**config.mk**
```make
export PLATFORM = sky130hd
export DESIGN_NAME = key_debounce_bank
export DESIGN_NICKNAME = d
export VERILOG_FILES = /design/src/rtl/key_debounce_bank.sv
export SDC_FILE = /design/constraint.sdc
export NUM_CORES = 1
export LEC_CHECK = 0
export CORE_MARGIN = 2
export CORE_UTILIZATION = 54
export DETAILED_ROUTE_END_ITERATION = 10
export GPL_ROUTABILITY_DRIVEN = 1
export PLACE_DENSITY = 0.81
export SYNTH_ARGS = -nofsm -noshare
export SYNTH_HDL_FRONTEND = slang
export SYNTH_SLANG_ARGS = --single-unit
```
**constraint.sdc**
```tcl
create_clock -name in_clk -period 1.8 [get_ports in_clk]
set_input_delay 0.27 -clock in_clk [delete_from_list [all_inputs] [get_ports in_clk]]
set_output_delay 0.27 -clock in_clk [all_outputs]
set_load 0.1 [all_outputs]
```
**src/rtl/key_debounce_bank.sv**
```systemverilog
// N-channel key front end: 2-flop synchroniser, per-key debounce, press/release pulses and
// optional auto-repeat pulses while a key is held.
module key_debounce_bank #(
  parameter int unsigned N_KEYS       = 2,
  parameter int unsigned DEBOUNCE_CYC = 16,
  parameter bit          ACTIVE_LOW   = 1'b0,
  parameter bit          REPEAT_EN    = 1'b0,
  parameter int unsigned REPEAT_DLY   = 1000,
  parameter int unsigned REPEAT_PER   = 250
) (
  input  logic              in_clk,
  input  logic              in_rst,
  input  logic [N_KEYS-1:0] in_key,
  output logic [N_KEYS-1:0] o_level,
  output logic [N_KEYS-1:0] o_press,
  output logic [N_KEYS-1:0] o_release,
  output logic [N_KEYS-1:0] o_repeat,
  output logic              o_any_press
);

  localparam int unsigned DbW = $clog2(DEBOUNCE_CYC + 1);

  typedef enum logic [1:0] {StIdle, StDelay, StRepeat} rp_state_e;

  for (genvar k = 0; k < N_KEYS; k++) begin : g_key
    logic           sync1_q, sync2_q;
    logic           level_d, level_q;
    logic           press_d, press_q;
    logic           release_d, release_q;
    logic [DbW-1:0] db_cnt_d, db_cnt_q;

    // Any return of the synced pin to the accepted level restarts the count.
    always_comb begin
      level_d  = level_q;
      db_cnt_d = db_cnt_q;
      if (sync2_q == level_q) begin
        db_cnt_d = '0;
      end else if (db_cnt_q == DbW'(DEBOUNCE_CYC - 1)) begin
        level_d  = sync2_q;
        db_cnt_d = '0;
      end else begin
        db_cnt_d = db_cnt_q + 1'b1;
      end
      press_d   = level_d & ~level_q;
      release_d = ~level_d & level_q;
    end

    always_ff @(posedge in_clk or negedge in_rst) begin
      if (!in_rst) begin
        sync1_q   <= 1'b0;
        sync2_q   <= 1'b0;
        level_q   <= 1'b0;
        press_q   <= 1'b0;
        release_q <= 1'b0;
        db_cnt_q  <= '0;
      end else begin
        sync1_q   <= in_key[k] ^ ACTIVE_LOW;
        sync2_q   <= sync1_q;
        level_q   <= level_d;
        press_q   <= press_d;
        release_q <= release_d;
        db_cnt_q  <= db_cnt_d;
      end
    end

    assign o_level[k]   = level_q;
    assign o_press[k]   = press_q;
    assign o_release[k] = release_q;

    if (REPEAT_EN) begin : g_rep
      localparam int unsigned RpMax = (REPEAT_DLY > REPEAT_PER) ? REPEAT_DLY : REPEAT_PER;
      localparam int unsigned RpW   = $clog2(RpMax + 1);

      rp_state_e      state_d, state_q;
      logic [RpW-1:0] rp_cnt_d, rp_cnt_q;
      logic           repeat_d, repeat_q;

      // Uses the next debounced level so no repeat can coincide with the release pulse.
      always_comb begin
        state_d  = state_q;
        rp_cnt_d = rp_cnt_q;
        repeat_d = 1'b0;
        if (!level_d) begin
          state_d  = StIdle;
          rp_cnt_d = '0;
        end else begin
          unique case (state_q)
            StIdle: begin
              if (press_d) begin
                state_d  = StDelay;
                rp_cnt_d = '0;
              end
            end
            StDelay: begin
              if (rp_cnt_q == RpW'(REPEAT_DLY - 1)) begin
                repeat_d = 1'b1;
                state_d  = StRepeat;
                rp_cnt_d = '0;
              end else begin
                rp_cnt_d = rp_cnt_q + 1'b1;
              end
            end
            StRepeat: begin
              if (rp_cnt_q == RpW'(REPEAT_PER - 1)) begin
                repeat_d = 1'b1;
                rp_cnt_d = '0;
              end else begin
                rp_cnt_d = rp_cnt_q + 1'b1;
              end
            end
            default: begin
              state_d  = StIdle;
              rp_cnt_d = '0;
            end
          endcase
        end
      end

      always_ff @(posedge in_clk or negedge in_rst) begin
        if (!in_rst) begin
          state_q  <= StIdle;
          rp_cnt_q <= '0;
          repeat_q <= 1'b0;
        end else begin
          state_q  <= state_d;
          rp_cnt_q <= rp_cnt_d;
          repeat_q <= repeat_d;
        end
      end

      assign o_repeat[k] = repeat_q;
    end else begin : g_no_rep
      assign o_repeat[k] = 1'b0;
    end
  end

  assign o_any_press = |o_press;

endmodule

```
==> run_results.csv, run 1 <==
group,metric,value,unit
setup_path,path_cells,"or2_2 > buf_4",
finish,design_area,941,um2
routing,drt_iter0_drc,1,
finish,regArea,500,um2
pwr,p_leak,0.535,nW
sta,finalSetupViolCount,0,
global_routing,grt_use_met2,0.242,
clock_tree,tritoncts,"built",
yosys,yosysTopAreaCell,"dfrtp_1",
yosys,ys_seq_elements,20,
finish,multi_input_area,269,um2
clock_tree,cts_resized,0,
yosys,synth.cell_area,826,um2
global_routing,grt_max_degree,21,
global_routing,grt_pass1_vias,425,
clock_tree,clockBufferDepth,2,
setup_path,path_max_fanout,2,
finish,drive_above_1_share,0.257,
yosys,synth.top_cells.by_count,"dfrtp_1 (20), buf_4 (8), xor2_1 (6)",
finish,fin_nets,77,
floorplanning,dieArea,1860,um2
setup_path,cp.required,1530,ps
sta,hold_slack,298,ps
routing,ant_nets,0,
finish,area_growth,13.9,%
routing,drc,0,
floorplanning,rows,14,
finish,final_core_util,0.639,
clock_tree,cts.clk_slew.worst_paths,100,ps
setup_path,crit_slowest_cell,"dfrtp_1",
setup_path,cp-start-kind,"flip-flop",
clock_tree,clk_latency,280,ps
yosys,synth.most_common_cell,"dfrtp_1",
global_routing,use_met1,0.202,
routing,vias,436,
clock_tree,numCtsBuffers,3,
pwr,ir_drop,0.710,mV
clock_tree,cts_hold_buf,0,
routing,drtPass1Iterations,2,
yosys,synth_top_cell_area_share,0.606,
yosys,synth-async-reset-ratio,1.00,
yosys,ys_seq_area_frac,0.606,
global_routing,busiest_layer,"met2",
setup_path,worstPathArrival,1190,ps
clock_tree,cts_setup_buffers,0,
routing,avgRoutedWirePerCell,12.8,um
setup_path,criticalPathCategory,"reg -> out",
routing,finalWirelength,1100,um
sta,rsz0062_at_grt,"false",
setup_path,cp-end-kind,"output pin",
sta,finClkSkew,1.05,ps
floorplanning,core_area,1470,um2
floorplanning,die_h,43.1,um
yosys,ys.flop_type,"dfrtp_1",
floorplanning,die_w,43.1,um
global_routing,grt_antenna_before_repair,0,
yosys,syn_inst,62,
yosys,ys_warn_count,0,
routing,vias_per_cell,5.07,
clock_tree,cts_max_level,1,
global_routing,grt_usage,0.155,
yosys,synth_edf_count,0,
setup_path,slowest_delay,390,ps
yosys,synth_area_per_cell,13.3,um2
sta,final_hold_viol_count,0,
placement,post-dp-hpwl,871,um
job,drv_cap,0,
sta,drv_slew,0,
finish,layout.filler_cells,122,
global_routing,grtUsageMet3,0.0511,
placement,port_buffers,10,
sta,layout_min_cycle_time,1460,ps
floorplanning,io_pins,13,
clock_tree,cts-root-buf,"clkbuf_4",
yosys,yosys.cell_types.count,16,
pwr,p_total,0.780,mW
sta,fmax,683,MHz
clock_tree,cts_sinks,20,
sta,finalCritPeriodShare,0.814,
status,outcome,"finished, final reports clean",
setup_path,crit_start,"g_key[1].press_q",
finish,diodes,0,
placement,dpl_cell_area,905,um2
floorplanning,initial_core_util,0.561,
sta,setup_tns,0,ps
min_path,hold_path_class,"in -> async",
pwr,powerDensity,829,nW/um2
placement,place.gp.congestion,0.750,
yosys,synth.area.top_cells,"dfrtp_1 (61%), buf_4 (7.3%), xor2_1 (6.4%)",
global_routing,grt_first_pass_wirelength,1990,um
global_routing,globalRoute.totalOverflow,0,
setup_path,reg2reg_from,"g_key[1].db_cnt_q[0]",
-- through the flow --
step | setup WS, ps | cells
2_1_floorplan | 632 | 63
3_3_place_gp | 620 | 82
3_5_place_dp | 583 | 82
4_1_cts | 317 | 86
5_1_grt | 284 | 86
6_report | 335 | 86
-- cell type report --
class | instances | area share
flip-flops and latches | 20 | 0.532
well taps | 16 | 0.0213
clock buffers | 4 | 0.0386
multi-input cells | 35 | 0.286
repair buffers | 11 | 0.122
-- state kept, by name (all words and copies together) (netlist names) --
signal           cells
g_key.db_cnt_q      10
g_key.level_q        2
g_key.press_q        2
g_key.release_q      2
g_key.sync1_q        2
g_key.sync2_q        2
-- power by group --
part           switching, mW  internal (mW)  total, mW
Combinational         0.0383         0.0193     0.0576
Sequential            0.0130          0.464      0.477
Clock                  0.122          0.123      0.245
Total                  0.174          0.607      0.780
-- layer usage --
metal,vias up,wire [um]
met5,-,0
met4,0,0
met3,0,41
met2,9,587
met1,216,469
li1,211,-
-- cell families after synthesis --
family,synth area share
multiplexers,0.0364
AO/OA/AOI/OAI,0.0151
XOR/XNOR,0.0636
AND/OR/NAND/NOR,0.171
adder cells (fa/ha/maj),0.0303
other,0.00454
buffers and inverters,0.0727
flip-flops,0.606
-- cell usage in the layout (no fill, tap or decap) --
cell type	n
nand2_1	4
and3_2	1
buf_12	2
nand4b_4	1
dfrtp_1	20
clkbuf_4	3
xor2_1	6
nor3b_1	4
clkbuf_8	1
clkdlybuf4s50_1	3
nand4b_2	1
mux2_4	2
a31oi_1	2
nor2_1	4
and2_1	3
or2_2	1
buf_4	6
ha_1	2
nand3_1	2
conb_1	2
-- critical path, delay by kind of cell (launching register included) --
kind	cells	cell delay (ps)
buffers and inverters	1	230
flip-flops	1	390
AND/OR/NAND/NOR	1	290
-- worst paths after layout --
| path | endpoint | slack, ps | depth (start not counted) |
|---|---|---|---|
| setup / recovery | o_any_press | 340 | 2 |
| hold / removal | g_key[1].db_cnt_q[0] | 300 | 2 |
| setup reg to reg | g_key[1].level_q | 580 | 3 |
| hold reg to reg | g_key[0].sync2_q | 360 | 0 |
| max in group asynchronous | g_key[0].level_q | 1310 | 2 |
| min in group in_clk | g_key[0].sync2_q | 360 | 0 |
(Power assumes the default switching activity.)
==> run 2, diff against run 1 <==
CORE_UTILIZATION = 50   (was 54)
PLACE_DENSITY = 0.76   (was 0.81)
clock period = 1.5 ns   (was 1.8 ns; I/O delays follow)
==> run_results.csv, run 2 (same netlist as run 1, synthesis figures left out) <==
group,metric,value,unit
sta,layout_min_cycle_time,1440,ps
sta,final_hold_viol_count,0,
setup_path,cp-end-kind,"output pin",
floorplanning,rows,14,
setup_path,slowest_delay,420,ps
floorplanning,core_area,1520,um2
floorplanning,io_pins,13,
sta,hold_slack,244,ps
pwr,powerDensity,936,nW/um2
finish,design_area,1000,um2
clock_tree,cts.clk_slew.worst_paths,100,ps
placement,post-dp-hpwl,767,um
routing,drc,0,
clock_tree,cts_resized,0,
clock_tree,numCtsBuffers,3,
min_path,hold_path_class,"in -> async",
floorplanning,dieArea,1990,um2
sta,rsz0062_at_grt,"false",
clock_tree,cts_setup_buffers,0,
routing,drtPass1Iterations,2,
pwr,clockPowerShare,0.317,
pwr,p_switching,0.211,mW
floorplanning,die_h,44.6,um
finish,diodes,0,
sta,setup_tns,0,ps
finish,layout_common_cells,"dfrtp_1 (20), buf_12 (7), xor2_1 (6)",
pwr,swShare,0.224,
placement,port_buffers,10,
floorplanning,die_w,44.6,um
setup_path,r2r-end,"g_key[1].level_q",
setup_path,cp.required,1270,ps
routing,drt_iter0_drc,1,
status,outcome,"finished, final reports clean",
clock_tree,clockBufferDepth,2,
setup_path,criticalPathCategory,"reg -> out",
routing,ant_nets,0,
pwr,ir_drop,0.664,mV
clock_tree,tritoncts,"built",
clock_tree,clk_latency,300,ps
global_routing,grt_antenna_before_repair,0,
setup_path,cp-start-kind,"flip-flop",
sta,drv_slew,0,
global_routing,grt_first_pass_wirelength,1900,um
finish,fin_nets,77,
global_routing,grt_pass1_vias,444,
placement,dp_slack,289,ps
setup_path,path_max_fanout,2,
finish,layout.filler_cells,119,
routing,finalWirelength,998,um
clock_tree,cts_hold_buf,0,
finish,final_common_cell,"dfrtp_1",
sta,finalCritPeriodShare,0.962,
finish,regMostFlops,"g_key.db_cnt_q",
floorplanning,initial_core_util,0.542,
setup_path,crit_slowest_cell,"dfrtp_1",
sta,finClkSkew,3.18,ps
pwr,seqPwrFrac,0.610,
sta,fin_ws,56.3,ps
clock_tree,cts_max_level,1,
setup_path,path_cells,"or2_2 > buf_12",
sta,finalSetupViolCount,0,
setup_path,rrSetupSlack,290,ps
clock_tree,cts-root-buf,"clkbuf_4",
finish,final_core_util,0.658,
routing,avgRoutedWirePerCell,11.6,um
clock_tree,cts_sinks,20,
global_routing,grt_usage,0.138,
setup_path,ff2ff_path_depth,3,
finish,largest_reg_flops,10,
pwr,internal_power,0.729,mW
setup_path,reg2reg_from,"g_key[1].db_cnt_q[0]",
setup_path,worstPathArrival,1220,ps
global_routing,globalRoute.totalOverflow,0,
sta,fmax,693,MHz
routing,vias_per_cell,5.08,
placement,place.gp.congestion,0.800,
finish,drive_above_1_share,0.257,
pwr,power.combinational.fraction,0.073,
pwr,p_leak,0.548,nW
finish,area_growth,21.5,%
job,drv_cap,0,
routing,vias,437,
placement,dpl_cell_area,967,um2
global_routing,grt_max_degree,21,
==> run 2: worst max-delay path by stage <==
stage | cells past startpoint | slack (ps) | end | start
floorplan | 3 | 330 | g_key[1].level_q | g_key[1].db_cnt_q[0]
global placement | 3 | 320 | g_key[1].level_q | g_key[1].db_cnt_q[0]
detailed placement | 3 | 290 | g_key[1].level_q | g_key[1].db_cnt_q[0]
CTS | 2 | 40 | o_any_press | g_key[1].press_q
global route | 2 | 10 | o_any_press | g_key[1].press_q
finish | 2 | 60 | o_any_press | g_key[1].press_q
==> run 2: power groups by stage <==
stage	sequential [mW]	clock, mW	combinational (mW)
3_5_place_dp	0.583	0	0.0698
6_report	0.573	0.298	0.0688
2_1_floorplan	0.580	0	0.0503
3_3_place_gp	0.582	0	0.0688
5_1_grt	0.575	0.328	0.0762
4_1_cts	0.573	0.313	0.0701
==> run 2: metal layers <==
layer / global-route usage / share of wire
met1: 0.190 / 0.48
met4: 0.109 / 0.029
met3: 0.0245 / 0.048
met5: 0 / 0
met2: 0.191 / 0.44
==> run 2: metrics by stage <==
step	cells	power (mW)
floorplan	63	0.631
global placement	82	0.651
detailed placement	82	0.653
CTS	86	0.956
global route	86	0.979
finish	86	0.939
==> run 2: final cells by class <==
| class | count | area, um2 | area share |
|---|---|---|---|
| flip-flops and latches | 20 | 500 | 0.499 |
| multi-input cells | 35 | 269 | 0.268 |
| repair buffers | 11 | 178 | 0.177 |
| clock buffers | 4 | 36.3 | 0.0362 |
| well taps | 16 | 20.0 | 0.0200 |
==> run 2: critical path: cells and delay by family, from the launching register on <==
kind                   cells  cell delay [ps]
and+or+nand+nor            1              330
buffers and inverters      1              170
DFF                        1              420
==> run 3, diff against run 2 <==
--- a/config.mk
+++ b/config.mk
@@ -7,2 +7,3 @@
 export LEC_CHECK = 0
+export CAP_MARGIN = 25
 export CORE_MARGIN = 2
@@ -11,2 +12,3 @@
 export GPL_ROUTABILITY_DRIVEN = 1
+export HOLD_SLACK_MARGIN = 0.02
 export PLACE_DENSITY = 0.76
==> constraint.sdc (replaced) <==
create_clock -name in_clk -period 1.5 [get_ports in_clk]
set_input_delay 0.45 -clock in_clk [delete_from_list [all_inputs] [get_ports in_clk]]
set_output_delay 0.45 -clock in_clk [all_outputs]
set_load 0.1 [all_outputs]
==> run_results.csv, run 3 (same netlist as run 1, synthesis figures left out) <==
group,metric,value,unit
setup_path,reg2reg_from,"g_key[1].db_cnt_q[0]",
pwr,seqPwrFrac,0.612,
routing,drtPass1Iterations,2,
sta,fmax,642,MHz
setup_path,ff2ff_path_depth,3,
pwr,powerDensity,918,nW/um2
setup_path,cp-end-kind,"output pin",
sta,rsz0062_at_grt,"true",
sta,finClkSkew,3.31,ps
routing,avgRoutedWirePerCell,11.2,um
status,violations,"setup timing",
finish,drive_above_1_share,0.278,
min_path,hold-path-endpoint,"g_key[1].sync2_q",
pwr,clockPowerShare,0.315,
routing,drt_iter0_drc,4,
pwr,internal_power,0.728,mW
placement,port_buffers,10,
global_routing,grt_max_degree,21,
global_routing,globalRoute.totalOverflow,0,
pwr,p_switching,0.209,mW
finish,layout_common_cells,"dfrtp_1 (20), buf_12 (7), xor2_1 (6)",
global_routing,grt_pass1_vias,428,
sta,final_hold_viol_count,0,
finish,area_growth,23.6,%
job,drv_cap,0,
global_routing,grt_antenna_before_repair,0,
finish,regMostFlops,"g_key.db_cnt_q",
pwr,swShare,0.223,
finish,diodes,0,
sta,drv_slew,0,
sta,finalSetupViolCount,1,
clock_tree,tritoncts,"built",
floorplanning,initial_core_util,0.542,
finish,fin_nets,79,
setup_path,rrSetupSlack,260,ps
pwr,power.combinational.fraction,0.073,
setup_path,worstPathArrival,1110,ps
routing,drc,0,
pwr,p_leak,0.558,nW
clock_tree,clk_latency,290,ps
sta,finalCritPeriodShare,1.04,
routing,vias_per_cell,4.98,
floorplanning,io_pins,13,
setup_path,crit_slowest_cell,"dfrtp_1",
status,outcome,"finished, violations left",
setup_path,critPathBufInv,1,
floorplanning,die_w,44.6,um
setup_path,path_cells,"or2_4 > buf_12",
setup_path,cp-start-kind,"flip-flop",
routing,finalWirelength,986,um
floorplanning,dieArea,1990,um2
floorplanning,die_h,44.6,um
finish,final_common_cell,"dfrtp_1",
clock_tree,numCtsBuffers,3,
sta,fin_ws,-57.0,ps
clock_tree,cts.clk_slew.worst_paths,100,ps
clock_tree,clockBufferDepth,2,
floorplanning,rows,14,
finish,final_core_util,0.670,
setup_path,criticalPathCategory,"reg -> out",
setup_path,path_max_fanout,2,
setup_path,cp_top_family,"flip-flops",
pwr,ir_drop,0.666,mV
finish,largest_reg_flops,10,
global_routing,grt_first_pass_wirelength,1790,um
sta,setup_tns,-57.0,ps
clock_tree,cts_max_level,1,
sta,layout_min_cycle_time,1560,ps
placement,place.gp.congestion,0.779,
floorplanning,core_area,1520,um2
clock_tree,cts_sinks,20,
global_routing,grt_usage,0.129,
clock_tree,cts-root-buf,"clkbuf_4",
setup_path,cp.required,1050,ps
min_path,holdCritStartpoint,"g_key[1].sync1_q",
routing,ant_nets,0,
placement,dp_slack,168,ps
routing,vias,438,
min_path,min_path_cells,0,
min_path,hold_path_class,"reg -> reg",
setup_path,slowest_delay,390,ps
setup_path,r2r-end,"g_key[1].level_q",
==> run 3: changes by cell type in the layout (fill, tap and decap cells not counted) <==
cell	before	now
buf_4	1	3
or2_2	1	0
or2_4	0	1
==> run 3: per-stage QoR <==
step	area (um2)	hold slack, ps	instances	power, mW
after CTS	1020	361	88	0.952
final	1020	364	88	0.937
after global routing	1020	363	88	0.982
after detailed placement	967	337	82	0.654
after floorplan	830	154	63	0.631
after global placement	967	332	82	0.651
==> run 3: how the worst max path moves through the flow <==
stage                     startpoint     endpoint  slack [ps]  cells past startpoint
floorplan           g_key[1].press_q  o_any_press         180                      1
global placement    g_key[1].press_q  o_any_press         170                      2
detailed placement  g_key[1].press_q  o_any_press         170                      2
CTS                 g_key[1].press_q  o_any_press         -60                      2
global route        g_key[0].press_q  o_any_press         -90                      2
finish              g_key[0].press_q  o_any_press         -60                      2
==> run 3: cell type report <==
type	instances	area (um2)
Tap cell	16	20.0
Sequential cell	20	500
Fill cell	109	503
Timing Repair Buffer	13	193
Clock buffer	4	36.3
Multi-Input combinational cell	35	272
==> run 3: power by group through the flow <==
stage	Combinational [mW]	Sequential, mW	Clock [mW]
floorplan	0.0503	0.580	0
global placement	0.0686	0.582	0
detailed placement	0.0703	0.583	0
CTS	0.0705	0.573	0.309
global route	0.0787	0.576	0.328
finish	0.0689	0.573	0.295
==> run 3: repair_timing <==
item	4_1_cts	5_1_grt
buffers inserted	2	0
resized for setup	1	0
hold endpoints to repair	0	0
hold buffers	0	0
setup endpoints to repair	1	1
pin swaps	0	1
==> run 3: metal layers <==
| metal | GRT usage | vias up | routed length, um |
|---|---|---|---|
| met5 | 0 | - | 0 |
| met4 | 0.0909 | 0 | 15 |
| met3 | 0.0245 | 2 | 36 |
| met2 | 0.180 | 10 | 431 |
| met1 | 0.179 | 209 | 502 |
| li1 | - | 217 | - |
==> patch 1: new RTL, config.mk and constraints of run 3 <==
Reset style: synchronous (`in_rst`), changed in 2 clocked blocks.
--- a/src/rtl/key_debounce_bank.sv
+++ b/src/rtl/key_debounce_bank.sv
@@ -46,5 +46,5 @@
     end
 
-    always_ff @(posedge in_clk or negedge in_rst) begin
+    always_ff @(posedge in_clk) begin
       if (!in_rst) begin
         sync1_q   <= 1'b0;
@@ -117,5 +117,5 @@
       end
 
-      always_ff @(posedge in_clk or negedge in_rst) begin
+      always_ff @(posedge in_clk) begin
         if (!in_rst) begin
           state_q  <= StIdle;
Function: no difference found for any inputs over 10 cycles, from zero or initial values and one cycle with in_rst low; that may be too few to reach the edited logic, so the function may still have changed.
==> patch 1 against run 3 <==
Total power decreased by 12%; die area decreased by 5.8%; cell area decreased by 2.6%; global-route usage decreased by 1.6 points; clock skew decreased by 0.0024 ns; area after synthesis decreased by 6.4%; sequential cell count unchanged; register-to-register slack got worse by 0.18 ns; wire length decreased by 9.3%; critical path depth unchanged; core utilization increased by 0.61 points; worst setup slack improved by 0.073 ns.
==> patch 1: results (changes against run 3) <==
status=completed; R2R setup slack=0.08 ns (-0.18 ns); Post-Synth XOR/XNOR Area=0.0680 (+0.00432); asr flop ratio synth=0 (-1.00); vias in the first global route=378 (-12%); post-synthesis sequential area ratio=0.518 (-0.0883); FF-to-FF path depth=6 (+3); Leak=0.000401 uW (-28%); CTS Buf Count=3 (unchanged); top post-synthesis cells by count=dfxtp_1 (20), nor2_1 (10), buf_4 (8); VDD IR-drop max=619 uV (-7.1%); Max Clock Skew=0.000913 ns (-0.00239 ns); Hold Crit Start=g_key[0].db_cnt_q[0]$_SDFF_PP0_; Most flops, register=g_key.db_cnt_q; HP Class=flip-flop to flip-flop; final WL=894 um (-9.3%); initial drt markers=6 (+2); share of cells above drive strength 1=0.395 (+0.117); synth unique cells=17 (+1); gr usage total=0.113 (-0.0159); r2r endpoint=g_key[1].press_q$_SDFF_PN0_; clock latency at the later pin of the worst-skew pair=0.29 ns (about the same); vias per cell=4.70 (-5.6%); arrival time of the worst setup path=1.03 ns (-0.08 ns); RD Place Congestion=0.691 (-11%); largest net degree at the start of global routing=11 (-48%); FILL cells=112 (+2.8%); Hold Path Cell Cnt=1 (+1); clk slew on worst S/H paths=0.09 ns; Nets=91 (+15%); Hold Worst Slack=0.416 ns (+0.0517 ns); Area contributors post-synth=dfxtp_1 (52%), buf_4 (7.8%), ha_1 (6.5%); Total Power=822 uW (-12%); Synth Area in Compound Gates=0 (-0.0152); Post-Synth Adder-Cell Area=0.0647 (+0.0344); mux cell area share after synthesis=0.0259 (-0.0105); Worst Hold Path EP=g_key[0].db_cnt_q[0]$_SDFF_PP0_; crit-path max FO=2 (unchanged); global-route wire length before repair=1.50 mm (-16%); r2r startpoint=g_key[1].db_cnt_q[0]$_SDFF_PP0_
==> patch 1: changes by cell type in the layout (fill, tap and decap cells not counted), sizes merged, moves of 4 or more <==
cell and change:
nor2 +6, nor3b -4, dfrtp -20, nand2 -4
dfxtp +20, inv +4
==> patch 1: how the worst max path moves through the flow <==
stage,from,endpoint,slack (ns),depth (start not counted)
2_1_floorplan,g_key[0].db_cnt_q[0]$_SDFF_PP0_,g_key[0].press_q$_SDFF_PN0_,0.11,6
3_3_place_gp,in_rst,g_key[1].press_q$_SDFF_PN0_,0.02,3
3_5_place_dp,in_rst,g_key[1].press_q$_SDFF_PN0_,-0.005,3
4_1_cts,g_key[1].press_q$_SDFF_PN0_,o_any_press,0.009,2
5_1_grt,g_key[0].press_q$_SDFF_PN0_,o_any_press,-0.01,2
6_report,g_key[0].press_q$_SDFF_PN0_,o_any_press,0.02,2
==> patch 1: layer usage <==
metal  routed length, um  share of wire  vias to the layer above  GRT usage
li1                    -              -                      239          -
met1                 409           0.46                      198      0.139
met2                 408           0.46                       15      0.167
met5                   0              0                        -          0
met3                  55          0.062                        4     0.0255
met4                  20          0.022                        0     0.0909
==> patch 1: stage by stage <==
| stage | cell area (um^2) | setup TNS, ns | instances | setup slack [ns] | utilization |
|---|---|---|---|---|---|
| CTS | 950 | 0 | 96 | 0.00932 | 0.645 |
| global route | 995 | -0.0233 | 97 | -0.0142 | 0.676 |
| global placement | 915 | 0 | 92 | 0.0151 | 0.622 |
| floorplan | 777 | 0 | 73 | 0.107 | - |
| detailed placement | 915 | -0.00985 | 92 | -0.00497 | 0.622 |
| finish | 995 | 0 | 97 | 0.0159 | 0.676 |
==> patch 1: logic make-up after synthesis <==
family                   after synthesis
adder cells (fa/ha/maj)                4
XOR/XNOR                               6
AND/OR/NAND/NOR                       27
buffers and inverters                 12
other                                  1
flip-flops                            20
multiplexers                           2
==> patch 1: repair_timing <==
item / 4_1_cts / 5_1_grt
setup buffers: 1 / 1
cloned: 0 / 0
pin swaps: 0 / 1
endpoints found under the setup margin: 1 / 7
gates resized for setup: 3 / 10
==> patch 1: area by class of cell <==
cell class	instances	area, um^2	area share
repair buffers	13	193	0.194
clock buffers	3	22.5	0.0226
inverters	4	15.0	0.0151
well taps	16	20.0	0.0201
flip-flops and latches	20	408	0.410
multi-input cells	41	337	0.338
==> patch 1: where the power goes <==
group	total, uW	leakage, uW	internal (uW)	switching [uW]
clock	234	0.0000138	93.4	141
sequential	541	0.000165	537	3.76
combinational	46.4	0.000223	15.8	30.6
total	822	0.000401	647	175
==> patch 1: critical path, stage by stage, from the launching register on <==
cell,delay [ns]
dfxtp_2,0.35
or2_4,0.23
buf_12,0.16
==> patch 2: new RTL, settings of run 3 <==
Without the edit above. Change the parameter `REPEAT_EN` from 1'b0 to 1'b1.
--- a/src/rtl/key_debounce_bank.sv
+++ b/src/rtl/key_debounce_bank.sv
@@ -5,5 +5,5 @@
   parameter int unsigned DEBOUNCE_CYC = 16,
   parameter bit          ACTIVE_LOW   = 1'b0,
-  parameter bit          REPEAT_EN    = 1'b0,
+  parameter bit          REPEAT_EN    = 1'b1,
   parameter int unsigned REPEAT_DLY   = 1000,
   parameter int unsigned REPEAT_PER   = 250
Formal check against the unedited RTL: same outputs for any inputs over 10 cycles, from zero or initial values and one cycle with in_rst low; that may be too few to reach the edited logic, so the function may still have changed.
==> patch 2 against run 3 <==
The run still ends with negative setup slack left; critical path depth up 7; cell area grew to 3.6 times the old value; worst setup slack got worse by 0.59 ns; hold slack worse by 0.33 ns; sequential share of layout area shrank 18 points; non-clock buffer count rose by 82; wire length grew to 7.7 times the old value; total power is 150% higher; combinational power is 43% higher; sequential cell count increased by 26; cell count grew to 4.5 times the old value; area after synthesis increased to 3.0 times the old value; critical path type is now flip-flop to flip-flop; critical endpoint is now g_key[1].g_rep.rp_cnt_q[9]$_DFFE_PN0P_; largest cell class is now multi-input combinational cells.
==> patch 2: results (changes against run 3) <==
pre-CTS WS=-0.617 ns (-0.784 ns); top post-synthesis cells by count=dfrtp_1 (46), nand2_1 (21), nor2_1 (15); PortBufs=12 (+2); RD Place Congestion=0.868 (+12%); wire length per cell=19.2 um (+72%); Nets=346 (+340%); initial drt markers=233 (+229); Slowest-stage cell, CP=or4b_1; Int Pwr=1840 uW (+150%); dpl cell area=3160 um^2 (+230%); CP top delay family=compound AO/OA/AOI/OAI gates; share of cells above drive strength 1=0.460 (+0.183); CTS root buffer=clkbuf_8; crit-path max cell delay=0.43 ns (+0.04 ns); H-tree Lvls=2 (+1); arrival time of the worst setup path=2.32 ns (+1.21 ns); post-synthesis sequential area ratio=0.471 (-0.135); synth unique cells=46 (+30); CTS Buf Count=5 (+2); FILL cells=252 (+130%); vias in the first global route=2219 (+420%); Via Count=2363 (+440%); drt first pass iters=5 (+3); final setup violation count=26 (+25); PnR worst setup slack=-0.646 ns (-0.589 ns); Area contributors post-synth=dfrtp_1 (47%), ha_1 (7.2%), nand2_1 (3.2%); crit-path max FO=4 (+2); Setup TNS=-11.18 ns (-11.12 ns); number of flip-flops in the largest register=20 (+10); largest net degree at the start of global routing=35 (+67%); HP Class=primary input to asynchronous set/reset pin; r2r startpoint=g_key[1].g_rep.rp_cnt_q[1]$_DFFE_PN0P_; gr usage total=0.253 (+0.125); status=finished with violations; failing checks=negative setup slack; Syn Nets=between 200 and 300
==> patch 2: cell count changes after synthesis, sizes merged, moves of 7 or more <==
cell / delta
a22o: +9
dfrtp: +26
ha: +12
inv: +7
nand2: +17
nand3: +10
nor2: +12
nor3: +10
o21ai: +13
==> patch 2: worst paths after layout <==
check / cells after the start / end / slack (ns)
worst max-delay path: 9 / g_key[1].g_rep.rp_cnt_q[9]$_DFFE_PN0P_ / -0.65
worst min register to register: 0 / g_key[1].sync2_q$_DFF_PN0_ / 0.35
worst min-delay path: 1 / g_key[1].sync2_q$_DFF_PN0_ / 0.04
worst max register to register: 9 / g_key[1].g_rep.rp_cnt_q[9]$_DFFE_PN0P_ / -0.65
max in group asynchronous: 2 / g_key[1].level_q$_DFF_PN0_ / 0.96
min in group in_clk: 0 / g_key[1].sync2_q$_DFF_PN0_ / 0.35
==> patch 2: cell type report <==
type	instances	area, um^2	area share
Clock buffer	6	82.6	0.0224
Clock inverter	1	30.0	0.00814
Inverter	7	26.3	0.00712
Multi-Input combinational cell	173	1420	0.385
Sequential cell	46	1150	0.312
Tap cell	67	83.8	0.0227
Timing Repair Buffer	95	895	0.242
==> patch 2: layer usage <==
metal | up-vias | GRT usage | part of all wire
met4 | 0 | 0.123 | 0.064
met2 | 141 | 0.415 | 0.48
met5 | - | 0 | 0
met1 | 1121 | 0.327 | 0.40
li1 | 1040 | - | -
met3 | 61 | 0.0434 | 0.053
==> patch 2: kinds of logic (layout without fill, tap and decap cells) <==
group                      after synthesis  after routing  synth area share
adders and majority gates               14             14            0.0716
muxes                                    4              4            0.0179
DFF                                     46             46             0.471
xor gates and xnor gates                 6              6            0.0215
AOI/OAI and AO/OA                       53             53             0.165
and+or+nand+nor                         96             96             0.211
buffers and inverters                   19            109            0.0425
==> patch 2: power groups by stage <==
stage | combinational, uW | sequential [uW] | clock (uW)
floorplan | 24.3 | 1290 | 0
global placement | 84.9 | 1290 | 0
detailed placement | 87.3 | 1290 | 0
CTS | 88.7 | 1270 | 963
global route | 112 | 1270 | 1030
finish | 98.6 | 1270 | 970
==> patch 2: timing repair <==
item | 4_1_cts | 5_1_grt
hold buffers | 0 | 0
pin swaps | 14 | 8
setup buffers | 13 | 10
setup endpoints to repair | 25 | 29
resized for setup | 35 | 21
endpoints found under the hold margin | 0 | 0
==> patch 2: metrics by stage <==
step                       util  hold slack [ns]  std cells
final                     0.781           0.0374        395
after global placement    0.670            0.333        367
after detailed placement  0.670            0.335        367
after floorplan               -            0.154        238
after global routing      0.781           0.0470        395
after CTS                 0.748           0.0491        386
